==> config.mk <==
export PLATFORM = sky130hd
export DESIGN_NAME = alu_sequencer
export DESIGN_NICKNAME = d
export VERILOG_FILES = /design/src/rtl/alu_sequencer.sv
export SDC_FILE = /design/constraint.sdc
export NUM_CORES = 1
export LEC_CHECK = 0
export BUFFER_PORTS_ARGS = -buffer_cell sky130_fd_sc_hd__buf_4
export CORE_MARGIN = 2
export CORE_UTILIZATION = 40
export CTS_CLUSTER_DIAMETER = 30
export DETAILED_ROUTE_END_ITERATION = 8
export PLACE_DENSITY = 0.74
export SLEW_MARGIN = 5
export SYNTH_ARGS = -nofsm -noshare
export SYNTH_HDL_FRONTEND = slang
export SYNTH_SLANG_ARGS = --single-unit
==> constraint.sdc <==
create_clock -name CLK -period 2.6 [get_ports CLK]
set_input_delay 0.13 -clock CLK [delete_from_list [all_inputs] [get_ports CLK]]
set_output_delay 0.13 -clock CLK [all_outputs]
set_load 0.01 [all_outputs]
==> src/rtl/alu_sequencer.sv <==
// Fetch/execute sequencer for a small register-file ALU datapath.
// Fetches 20-bit instructions, decodes ALU/branch/halt ops and counts retired instructions.
module alu_sequencer (
    input  logic        CLK,
    input  logic        RESET,
    input  logic        start,
    output logic        imem_req,
    output logic [7:0]  imem_addr,
    input  logic [19:0] imem_rdata,
    input  logic        imem_valid,
    input  logic        Zero,
    output logic [3:0]  RA1,
    output logic [3:0]  RA2,
    output logic [3:0]  WA,
    output logic [7:0]  immediate,
    output logic [1:0]  ALUControl,
    output logic        ALUSrc,
    output logic        write_enable,
    output logic [7:0]  pc,
    output logic        busy,
    output logic        halted,
    output logic [15:0] retired
);

    typedef enum logic [1:0] {IDLE, FETCH, EXECUTE, HALTED} state_t;

    state_t      state_reg, state_next;
    logic [7:0]  pc_reg, pc_next;
    logic [19:0] ir_reg, ir_next;
    logic        zflag_reg, zflag_next;
    logic [15:0] retired_reg, retired_next;

    logic [3:0]  op;
    logic        is_alu;

    assign op     = ir_reg[19:16];
    // ALU ops are the 01cc (reg-reg) and 10cc (reg-imm) groups
    assign is_alu = (op[3:2] == 2'b01) || (op[3:2] == 2'b10);

    always_ff @(posedge CLK or posedge RESET) begin
        if (RESET) begin
            state_reg   <= IDLE;
            pc_reg      <= 8'd0;
            ir_reg      <= 20'd0;
            zflag_reg   <= 1'b0;
            retired_reg <= 16'd0;
        end else begin
            state_reg   <= state_next;
            pc_reg      <= pc_next;
            ir_reg      <= ir_next;
            zflag_reg   <= zflag_next;
            retired_reg <= retired_next;
        end
    end

    always_comb begin
        state_next   = state_reg;
        pc_next      = pc_reg;
        ir_next      = ir_reg;
        zflag_next   = zflag_reg;
        retired_next = retired_reg;
        imem_req     = 1'b0;
        write_enable = 1'b0;
        case (state_reg)
            IDLE, HALTED: begin
                if (start) begin
                    state_next   = FETCH;
                    pc_next      = 8'd0;
                    retired_next = 16'd0;
                end
            end
            FETCH: begin
                imem_req = 1'b1;
                if (imem_valid) begin
                    ir_next    = imem_rdata;
                    state_next = EXECUTE;
                end
            end
            EXECUTE: begin
                write_enable = is_alu;
                state_next   = FETCH;
                if (retired_reg != 16'hFFFF) begin
                    retired_next = retired_reg + 16'd1;
                end
                if (is_alu) begin
                    zflag_next = Zero;
                end
                // BZ tests the flag left by the most recent ALU op, not the live Zero input
                case (op)
                    4'hC:    pc_next = zflag_reg ? ir_reg[7:0] : pc_reg + 8'd1;
                    4'hD:    pc_next = ir_reg[7:0];
                    4'hF:    state_next = HALTED;
                    default: pc_next = pc_reg + 8'd1;
                endcase
            end
            default: state_next = IDLE;
        endcase
    end

    assign imem_addr  = pc_reg;
    assign pc         = pc_reg;
    assign WA         = ir_reg[15:12];
    assign RA1        = ir_reg[11:8];
    assign RA2        = ir_reg[7:4];
    assign immediate  = ir_reg[7:0];
    assign ALUSrc     = (op[3:2] == 2'b10);
    assign ALUControl = is_alu ? op[1:0] : 2'b00;
    assign busy       = (state_reg == FETCH) || (state_reg == EXECUTE);
    assign halted     = (state_reg == HALTED);
    assign retired    = retired_reg;

endmodule

==> reports/results.ini, run 1 <==
[route]
total_number_of_vias = 2124
firstDrtPassIters = 6
avgRoutedWirePerCell_um = 14.91
drt_first_iter_violations = 156
drc_viols = 0
route.final.wire_length_mm = 5.963
detail-route-antenna-nets = 0
avgViaCountPerCell = 5.310

[timing]
worst_slew_pin_slew_ps = 976.0
hold_slack_ps = 51.05
timing.slew.headroom_pct = 34.84
fmax_achieved_mhz = 456.7
hold_violations = 0
period_minus_slack_ps = 2190
fin_tns_setup_ps = 0
grt_setup_unrepaired = no
timing.final.max_slew_violations = 0
final.period_utilization_pct = 84.22
setup-violations-final = 0
finClkSkew_ps = 14.05

[worst_setup_path]
setup.worst_path.end_class = flip-flop
worst-setup-path-type = flip-flop to flip-flop
ff2ff_setup_slack_ps = 410
crit_path_max_fanout = 12
crit_arrival_ps = 2360
critical_path.startpoint_type = flip-flop
critical_path_required_ps = 2770

[cts]
cts-resized-gates = 0
numCtsBuffers = 5
clock_latency_ps = 300
clock_path_buffers = 2
clk_pin_slew_worst_setup_hold_paths_ps = 90
cts_sinks = 47
cts_tree = done
cts_root_buffer = sky130_fd_sc_hd__clkbuf_8
cts_hold_repair.buffers = 0
htree_levels = 2
buffers_inserted_by_post_cts_timing_repair = 0

[cells_and_area]
largest_register_ffs = 20
final_nets = 355
synthToLayoutAreaGrowth_pct = 23.87
post_route_cells_drive_above_1_share_pct = 39.01
antenna_cells = 0

[global_route]
first_global_vias = 2011
track_usage_pct = 16.60
antenna_found_initial = 0
grt_overflow = 0
grt_first_pass_wirelength_mm = 9.729
grt_max_degree = 48

[job]
max-cap-violations = 0

[yosys]
mapped_cell_area_um2 = 2631
synth_compound_gate_area_share_pct = 11.98
async_flop_share_pct = 100.0
synthAdderAreaFrac_pct = 3.804
synthMuxAreaShare_pct = 11.46
ys_dominant_reg_cell = sky130_fd_sc_hd__dfrtp_1
synth.distinct_cells = 47
xor_xnor_portion_of_the_synthesized_cell_area_pct = 0.9986
yosys.area_share.simple_pct = 16.83
synth_top_family_by_area = simple AND/OR/NAND/NOR gates
synthesis.yosys.warnings = 0
yosysSeqAreaShare_pct = 44.70
syn_area_per_cell_um2 = 10.04
syn_inst = 262
synth_edf_count = 0
postSynthRegisterBits = 47
synthesis.nets = 295

[placement]
dp_hpwl_mm = 4.435
finalWeightedCongestion = 0.7990
io_buffers = 83

[power]
p_total_mw = 3.115
power_density_nw_per_um2 = 955.8
power_leakage_nw = 1.549
ir_drop_uv = 677.8

[floorplan]
die_area_um2 = 7243
die_width_um = 85.11
chip_height_um = 85.11
row_count = 29
ios = 84
initial_core_util_pct = 41.44
core_footprint_um2 = 6350

[worst_hold_path]
hold_path.class = input port to flip-flop

[status]
run_status = finished clean

## final cells by class
class                   instances  area [um2]
clock buffers                   6       82.58
multi-input cells             173        1186
inverters                       8       30.03
clock inverters                 2       35.03
fillers                       586        3090
well taps                      77       96.34
repair buffers                 87       653.1
flip-flops and latches         47        1176
## per-layer routing
layer	track usage (%)	routed length [um]	share of wire [%]
met5	0	0	0
met4	6.494	77	1.3
met3	2.626	280	4.7
met2	26.07	2927	49
met1	23.11	2677	45
## logic make-up after synthesis
logic type,Yosys count
muxes,27
AOI/OAI and AO/OA,50
DFF,47
adders and majority gates,8
buffers and inverters,42
and+or+nand+nor,85
xor gates and xnor gates,3
## worst max-delay path, cell delays in order, from the launching register on
cell and delay, ps:
sky130_fd_sc_hd__dfrtp_1 440, sky130_fd_sc_hd__inv_1 70, sky130_fd_sc_hd__ha_1 410, sky130_fd_sc_hd__mux2_4 310
sky130_fd_sc_hd__nand4_1 220, sky130_fd_sc_hd__a211oi_2 350, sky130_fd_sc_hd__a31o_1 200, sky130_fd_sc_hd__a21oi_2 50
## final timing paths
path                               startpoint            to  depth (start not counted)
worst max register to register   state_reg[0]   retired[15]                          7
max in group asynchronous               RESET   retired[13]                          2
worst min register to register     ir_reg[10]    ir_reg[10]                          1
min in group asynchronous               RESET  imem_addr[0]                          2
worst min-delay path            imem_rdata[7]     ir_reg[7]                          2
worst max-delay path             state_reg[0]   retired[15]                          7
## synth_stat cells, types with 5 or more instances
cell                      count  share of area (%)
sky130_fd_sc_hd__a21oi_1     10                1.9
sky130_fd_sc_hd__and3_1       6                1.4
sky130_fd_sc_hd__buf_4       28                8.0
sky130_fd_sc_hd__dfrtp_1     47                 45
sky130_fd_sc_hd__ha_1         8                3.8
sky130_fd_sc_hd__inv_1        7                1.0
sky130_fd_sc_hd__mux2_2      21                9.0
sky130_fd_sc_hd__mux2i_1      5                1.9
sky130_fd_sc_hd__nand2_1     24                3.4
sky130_fd_sc_hd__nand3_1      6                1.1
sky130_fd_sc_hd__nand4_1      5                1.2
sky130_fd_sc_hd__nor2_1      18                2.6
sky130_fd_sc_hd__nor3_1       7                1.3
sky130_fd_sc_hd__o21ai_0     17                3.2
sky130_fd_sc_hd__o21ai_1      5               0.95
## power breakdown
group / internal, mW / switching [mW]
Combinational: 0.717 / 0.718
Sequential: 0.936 / 0.183
Clock: 0.312 / 0.249
Total: 1.96 / 1.15
## placed cells by master, fill, tap and decap left out, types with 2 or more instances in the layout
| master | count |
|---|---|
| sky130_fd_sc_hd__buf_4 | 87 |
| sky130_fd_sc_hd__dfrtp_1 | 47 |
| sky130_fd_sc_hd__nand2_1 | 24 |
| sky130_fd_sc_hd__mux2_2 | 21 |
| sky130_fd_sc_hd__nor2_1 | 18 |
| sky130_fd_sc_hd__o21ai_0 | 17 |
| sky130_fd_sc_hd__a21oi_1 | 10 |
| sky130_fd_sc_hd__ha_1 | 8 |
| sky130_fd_sc_hd__nor3_1 | 7 |
| sky130_fd_sc_hd__nand3_1 | 6 |
| sky130_fd_sc_hd__and3_1 | 6 |
| sky130_fd_sc_hd__inv_1 | 6 |
| sky130_fd_sc_hd__clkbuf_8 | 6 |
| sky130_fd_sc_hd__nand4_1 | 5 |
| sky130_fd_sc_hd__mux2i_1 | 5 |
| sky130_fd_sc_hd__o21ai_1 | 5 |
| sky130_fd_sc_hd__and2_1 | 3 |
| sky130_fd_sc_hd__a22oi_1 | 3 |
| sky130_fd_sc_hd__nor2b_1 | 3 |
| sky130_fd_sc_hd__a211oi_1 | 3 |
| sky130_fd_sc_hd__xnor2_1 | 3 |
| sky130_fd_sc_hd__inv_2 | 2 |
| sky130_fd_sc_hd__and4_1 | 2 |
| sky130_fd_sc_hd__nand2b_1 | 2 |
| sky130_fd_sc_hd__a21o_1 | 2 |
## per-stage QoR
stage | instance area, um2 | utilization, % | std cells | setup WS (ps)
final | 3259 | 51.33 | 400 | 410.3
after global routing | 3259 | 51.33 | 400 | 236.1
after CTS | 3259 | 51.33 | 400 | 410.1
after detailed placement | 3142 | 49.48 | 392 | 442.6
after global placement | 3142 | 49.48 | 392 | 535.3
after floorplan | 2631 | - | 262 | 737.2
No activity file was read; power rests on OpenSTA's default activity.
==> run 2, diff against run 1 <==
PLACE_DENSITY = 0.77   (was 0.74)
clock period = 1.9 ns   (was 2.6 ns; I/O delays follow)
==> run 2 against run 1 <==
Maximum frequency increased by 22%. Hold slack got worse by 28 ps. Clock skew decreased by 7.8 ps. Critical path type unchanged. Via count increased by 4.0%. Critical endpoint unchanged. Utilization increased by 2.3 points. Combinational power increased by 55%.
==> reports/results.ini, run 2 (synthesis results as in run 1) <==
[worst_setup_path]
setup.worst_path.end_class = flip-flop
crit_arrival_ps = 1990  ; -370 ps
critical_path_required_ps = 2090  ; -680 ps
crit_path_max_fanout = 4  ; -8
worst-setup-path-type = flip-flop to flip-flop
timing.critical_path.cells = inv_2 -> ha_4 -> mux2_4 -> nand4_1 -> a211oi_2 -> a31o_1 -> a21oi_2
critical-path-max-stage-delay_ps = 400  ; -40 ps
critical-path-top-delay-family = compound AO/OA/AOI/OAI gates
crit_path_top_delay_cell = sky130_fd_sc_hd__dfrtp_1
worstPathBufferInverterCount = 1  ; unchanged
critical_path.startpoint_type = flip-flop

[route]
avgRoutedWirePerCell_um = 14.45  ; -3.1%
avgViaCountPerCell = 5.310  ; about the same
drc_viols = 0  ; unchanged
total_number_of_vias = 2209  ; +4.0%
firstDrtPassIters = 4  ; -2
detail-route-antenna-nets = 0  ; unchanged
drt_first_iter_violations = 184  ; +18%
route.final.wire_length_mm = 6.010  ; +0.79%

[cts]
numCtsBuffers = 5  ; unchanged
htree_levels = 2  ; unchanged
clock_latency_ps = 290  ; about the same
clock_path_buffers = 2  ; unchanged
cts_sinks = 47  ; unchanged
cts_tree = done
cts_root_buffer = sky130_fd_sc_hd__clkbuf_8
clk_pin_slew_worst_setup_hold_paths_ps = 90  ; about the same

[cells_and_area]
antenna_cells = 0  ; unchanged
commonest_cells_after_routing_fill_and_taps_aside = sky130_fd_sc_hd__buf_4 (101), sky130_fd_sc_hd__dfrtp_1 (47), sky130_fd_sc_hd__nand2_1 (23)
post_route_cells_drive_above_1_share_pct = 42.48  ; +3.5 points
final_nets = 372  ; +4.8%
largest_register_ffs = 20  ; unchanged
leading_cell_type_in_the_layout_fill_and_taps_excluded = sky130_fd_sc_hd__buf_4
synthToLayoutAreaGrowth_pct = 29.34
layoutNonFillerInstCount = 416  ; +4.0%

[global_route]
grt_overflow = 0  ; unchanged
antenna_found_initial = 0  ; unchanged
grt_first_pass_wirelength_mm = 9.860  ; +1.3%
first_global_vias = 2174  ; +8.1%
grt_max_degree = 48  ; unchanged
track_usage_pct = 16.66  ; +0.062 points

[timing]
period_minus_slack_ps = 1799  ; -391.0 ps
timing.final.max_slew_violations = 0  ; unchanged
worst_slew_pin_slew_ps = 338.6  ; -637.4 ps
finClkSkew_ps = 6.222  ; -7.827 ps
final.period_utilization_pct = 94.67  ; +10 points
hold_violations = 0  ; unchanged
final.setup.worst_slack_ps = 101.2  ; -309.0 ps
timing.slew.headroom_pct = 77.25  ; +42 points
fmax_achieved_mhz = 555.9  ; +22%
setup-violations-final = 0  ; unchanged

[placement]
numPlacedInstances = 407  ; +3.8%
finalWeightedCongestion = 0.7817  ; -2.2%
dp_hpwl_mm = 4.534  ; +2.2%
io_buffers = 83  ; unchanged
dp_slack_ps = 31.56  ; -411.1 ps

[floorplan]
core_footprint_um2 = 6350  ; unchanged
ios = 84  ; unchanged
die_area_um2 = 7243  ; unchanged
row_count = 29  ; unchanged
die_width_um = 85.11  ; unchanged
chip_height_um = 85.11  ; unchanged
initial_core_util_pct = 41.44  ; unchanged

[status]
run_status = finished clean

[power]
power_density_nw_per_um2 = 1270  ; +33%
power_leakage_nw = 1.641  ; +5.9%
ir_drop_uv = 750.4  ; +11%
p_total_mw = 4.323  ; +39%

[job]
max-cap-violations = 0  ; unchanged

[worst_hold_path]
hold_path.class = input port to flip-flop

-- run 2: cell count changes in the layout (fill, tap and decap cells not counted), sizes merged --
cell and change:
bufinv -1, dlygate4sd3 +1, clkbuf -1, clkinv +1, buf +16
-- run 2: final timing paths --
path / from / endpoint / slack, ps / cells past startpoint
setup / recovery: state_reg[0] / retired[15] / 100 / 7
hold / removal: imem_rdata[7] / ir_reg[7] / 20 / 2
setup reg to reg: state_reg[0] / retired[15] / 100 / 7
hold reg to reg: ir_reg[10] / ir_reg[10] / 520 / 1
max in group asynchronous: RESET / retired[5] / 1270 / 4
min in group asynchronous: RESET / retired[15] / 400 / 4
-- run 2: where the power goes --
part           leakage (nW)  total (mW)  internal [mW]  switching [mW]
clock network        0.0440       0.586          0.252           0.334
logic                 0.990        2.23           1.19            1.04
registers             0.607        1.51           1.28           0.227
total                  1.64        4.32           2.72            1.60
-- run 2: layer usage --
metal / vias up / part of all wire, % / global-route usage [%]
met5: - / 0 / 0
met4: 0 / 1.4 / 5.483
met3: 8 / 5.5 / 4.280
met2: 56 / 50 / 27.70
met1: 1093 / 43 / 21.24
li1: 1052 / - / -
-- run 2: timing repair --
item,4_1_cts,5_1_grt
hold buffers,1,0
resized for setup,0,4
endpoints found under the hold margin,47,0
setup endpoints to repair,0,20
buffers inserted,0,1
-- run 2: through the flow --
step                      util [%]  TNS (ps)  hold WS (ps)  area, um2
after global routing         53.60    -5.803         11.03       3403
final                        53.60         0         23.09       3403
after global placement       51.65         0         159.9       3279
after floorplan                  -         0         245.5       2631
after detailed placement     51.65         0         164.9       3279
after CTS                    53.10         0         15.58       3372
-- run 2: area by class of cell --
class	count	area, um2
clock buffers	5	68.82
clock inverters	2	13.76
fillers	561	2947
inverters	8	30.03
multi-input cells	173	1210
flip-flops and latches	47	1176
well taps	77	96.34
repair buffers	104	808.3
==> run 3, diff against run 2 <==
PLACE_DENSITY = 0.74   (was 0.77)
clock period = 2.15 ns   (was 1.9 ns; I/O delays follow)
==> run 3 against run 2 <==
Critical path depth down 1. Non-clock buffer count is 11 lower. Wire length shrank 3.2%. Maximum frequency is 6.5% lower. Global-route usage decreased by 0.28 points. Critical path type unchanged. Flip-flop and latch count stayed put. Largest cell class unchanged. Total power decreased by 15%. Clock power shrank 9.7%. Via count is 5.3% lower.
==> reports/results.ini, run 3 (synthesis results as in run 1) <==
[timing]
hold_slack_ps = 29.46  ; +6.367 ps
fin_tns_setup_ps = 0  ; unchanged
final.setup.worst_slack_ps = 227.1  ; +125.9 ps
period_minus_slack_ps = 1923  ; +124.1 ps
worst_slew_pin_slew_ps = 590.0  ; +251.4 ps
grt_setup_unrepaired = no
timing.final.max_slew_violations = 0  ; unchanged
fmax_achieved_mhz = 520.1  ; -6.5%
setup-violations-final = 0  ; unchanged
hold_violations = 0  ; unchanged
timing.slew.headroom_pct = 60.25  ; -17 points
finClkSkew_ps = 7.920  ; +1.698 ps
final.period_utilization_pct = 89.44  ; -5.2 points

[power]
power_density_nw_per_um2 = 1117  ; -12%
power.net_switching_mw = 1.380  ; -14%
clock_power_share_pct = 14.5  ; +0.9 points
seq_power_share_pct = 36.6  ; +1.7 points
internal-power_mw = 2.277  ; -16%
combinationalPowerShare_pct = 49.0  ; -2.5 points
power_leakage_nw = 1.558  ; -5.0%
ir_drop_uv = 861.9  ; +15%
swShare_pct = 37.73  ; +0.62 points

[job]
max-cap-violations = 0  ; unchanged

[route]
detail-route-antenna-nets = 0  ; unchanged
total_number_of_vias = 2091  ; -5.3%
drc_viols = 0  ; unchanged
firstDrtPassIters = 4  ; unchanged
avgViaCountPerCell = 5.150  ; -3.0%
drt_first_iter_violations = 158  ; -14%
avgRoutedWirePerCell_um = 14.33  ; -0.78%
route.final.wire_length_mm = 5.820  ; -3.2%

[worst_setup_path]
crit_path_max_fanout = 8  ; +4
crit_arrival_ps = 2120  ; +130 ps
worst-setup-path-type = flip-flop to flip-flop
critical-path-max-stage-delay_ps = 420  ; +20 ps
setup.worst_path.end_class = flip-flop
critical_path.startpoint_type = flip-flop
timing.critical_path.cells = ha_1 -> mux2_4 -> and2_1 -> nand2_1 -> a21oi_1 -> a21o_1
critical-path-top-delay-family = simple AND/OR/NAND/NOR gates
crit_path_top_delay_cell = sky130_fd_sc_hd__dfrtp_1
rr_startpoint = state_reg[1]
crit_start = state_reg[1]
critical_path_required_ps = 2350  ; +260 ps
worstPathBufferInverterCount = 0  ; -1

[status]
run_status = finished clean

[global_route]
grt_first_pass_wirelength_mm = 9.701  ; -1.6%
grt_overflow = 0  ; unchanged
track_usage_pct = 16.38  ; -0.28 points
antenna_found_initial = 0  ; unchanged
grt_max_degree = 48  ; unchanged
first_global_vias = 2074  ; -4.6%

[cts]
cts-resized-gates = 0  ; unchanged
numCtsBuffers = 5  ; unchanged
cts_tree = done
clock_latency_ps = 300  ; about the same
cts_sinks = 47  ; unchanged
cts_root_buffer = sky130_fd_sc_hd__clkbuf_8
clk_pin_slew_worst_setup_hold_paths_ps = 90  ; about the same
clock_path_buffers = 2  ; unchanged
htree_levels = 2  ; unchanged

[cells_and_area]
final_nets = 361  ; -3.0%
post_route_cells_drive_above_1_share_pct = 39.51  ; -3.0 points
antenna_cells = 0  ; unchanged
leading_cell_type_in_the_layout_fill_and_taps_excluded = sky130_fd_sc_hd__buf_4
largest_register_ffs = 20  ; unchanged
finish.instance_area_um2 = 3274  ; -3.8%
synthToLayoutAreaGrowth_pct = 24.44
layout.filler_cells = 585  ; +4.3%
commonest_cells_after_routing_fill_and_taps_aside = sky130_fd_sc_hd__buf_4 (92), sky130_fd_sc_hd__dfrtp_1 (47), sky130_fd_sc_hd__nand2_1 (24)

[floorplan]
die_area_um2 = 7243  ; unchanged
chip_height_um = 85.11  ; unchanged
die_width_um = 85.11  ; unchanged
initial_core_util_pct = 41.44  ; unchanged
core_footprint_um2 = 6350  ; unchanged
row_count = 29  ; unchanged
ios = 84  ; unchanged

[worst_hold_path]
holdCritStartpoint = imem_rdata[7]
hold_path.class = input port to flip-flop

[placement]
io_buffers = 83  ; unchanged
placement.cell_area_um2 = 3157  ; -3.7%
dp_slack_ps = 119.6  ; +88.04 ps
finalWeightedCongestion = 0.8578  ; +9.7%
dp_hpwl_mm = 4.283  ; -5.5%

## run 3: area by class of cell
cell class	count	area (um2)	area share, %
multi-input combinational	173	1186	36.22
inverter	8	30.03	0.9171
tap	77	96.34	2.942
timing repair buffer	93	700.7	21.40
clock buffer	6	72.57	2.216
clock inverter	2	12.51	0.3821
sequential	47	1176	35.92
## run 3: power groups by stage
stage / Sequential (mW) / Clock [mW] / Combinational, mW
floorplan: 1.31 / 0 / 1.31
global placement: 1.35 / 0 / 1.72
detailed placement: 1.37 / 0 / 1.75
CTS: 1.35 / 0.543 / 1.76
global route: 1.38 / 0.582 / 1.97
finish: 1.34 / 0.529 / 1.79
## run 3: metrics by stage
stage | instances | utilization (%) | power [mW]
4_1_cts | 403 | 51.21 | 3.653
5_1_grt | 406 | 51.57 | 3.927
2_1_floorplan | 262 | - | 2.614
3_5_place_dp | 394 | 49.71 | 3.119
6_report | 406 | 51.57 | 3.658
3_3_place_gp | 394 | 49.71 | 3.072
## run 3: final timing paths
check,cells after the start,to,slack [ps]
hold reg to reg,1,zflag_reg,520
setup / recovery,6,imem_addr[2],230
min in group asynchronous,4,ir_reg[15],520
setup reg to reg,6,imem_addr[2],230
max in group asynchronous,4,ir_reg[0],1240
hold / removal,2,ir_reg[7],30
## run 3: metal layers
metal / GRT usage [%] / wire length (um)
met5: 0 / 0
met4: 5.916 / 63
met3: 3.502 / 340
met2: 26.99 / 2854
met1: 21.30 / 2561
## run 3: repair_timing
action                     in CTS  in global routing
hold buffers                    1                  0
hold endpoints to repair       47                  0
setup buffers                   0                  3
setup endpoints to repair       0                  3
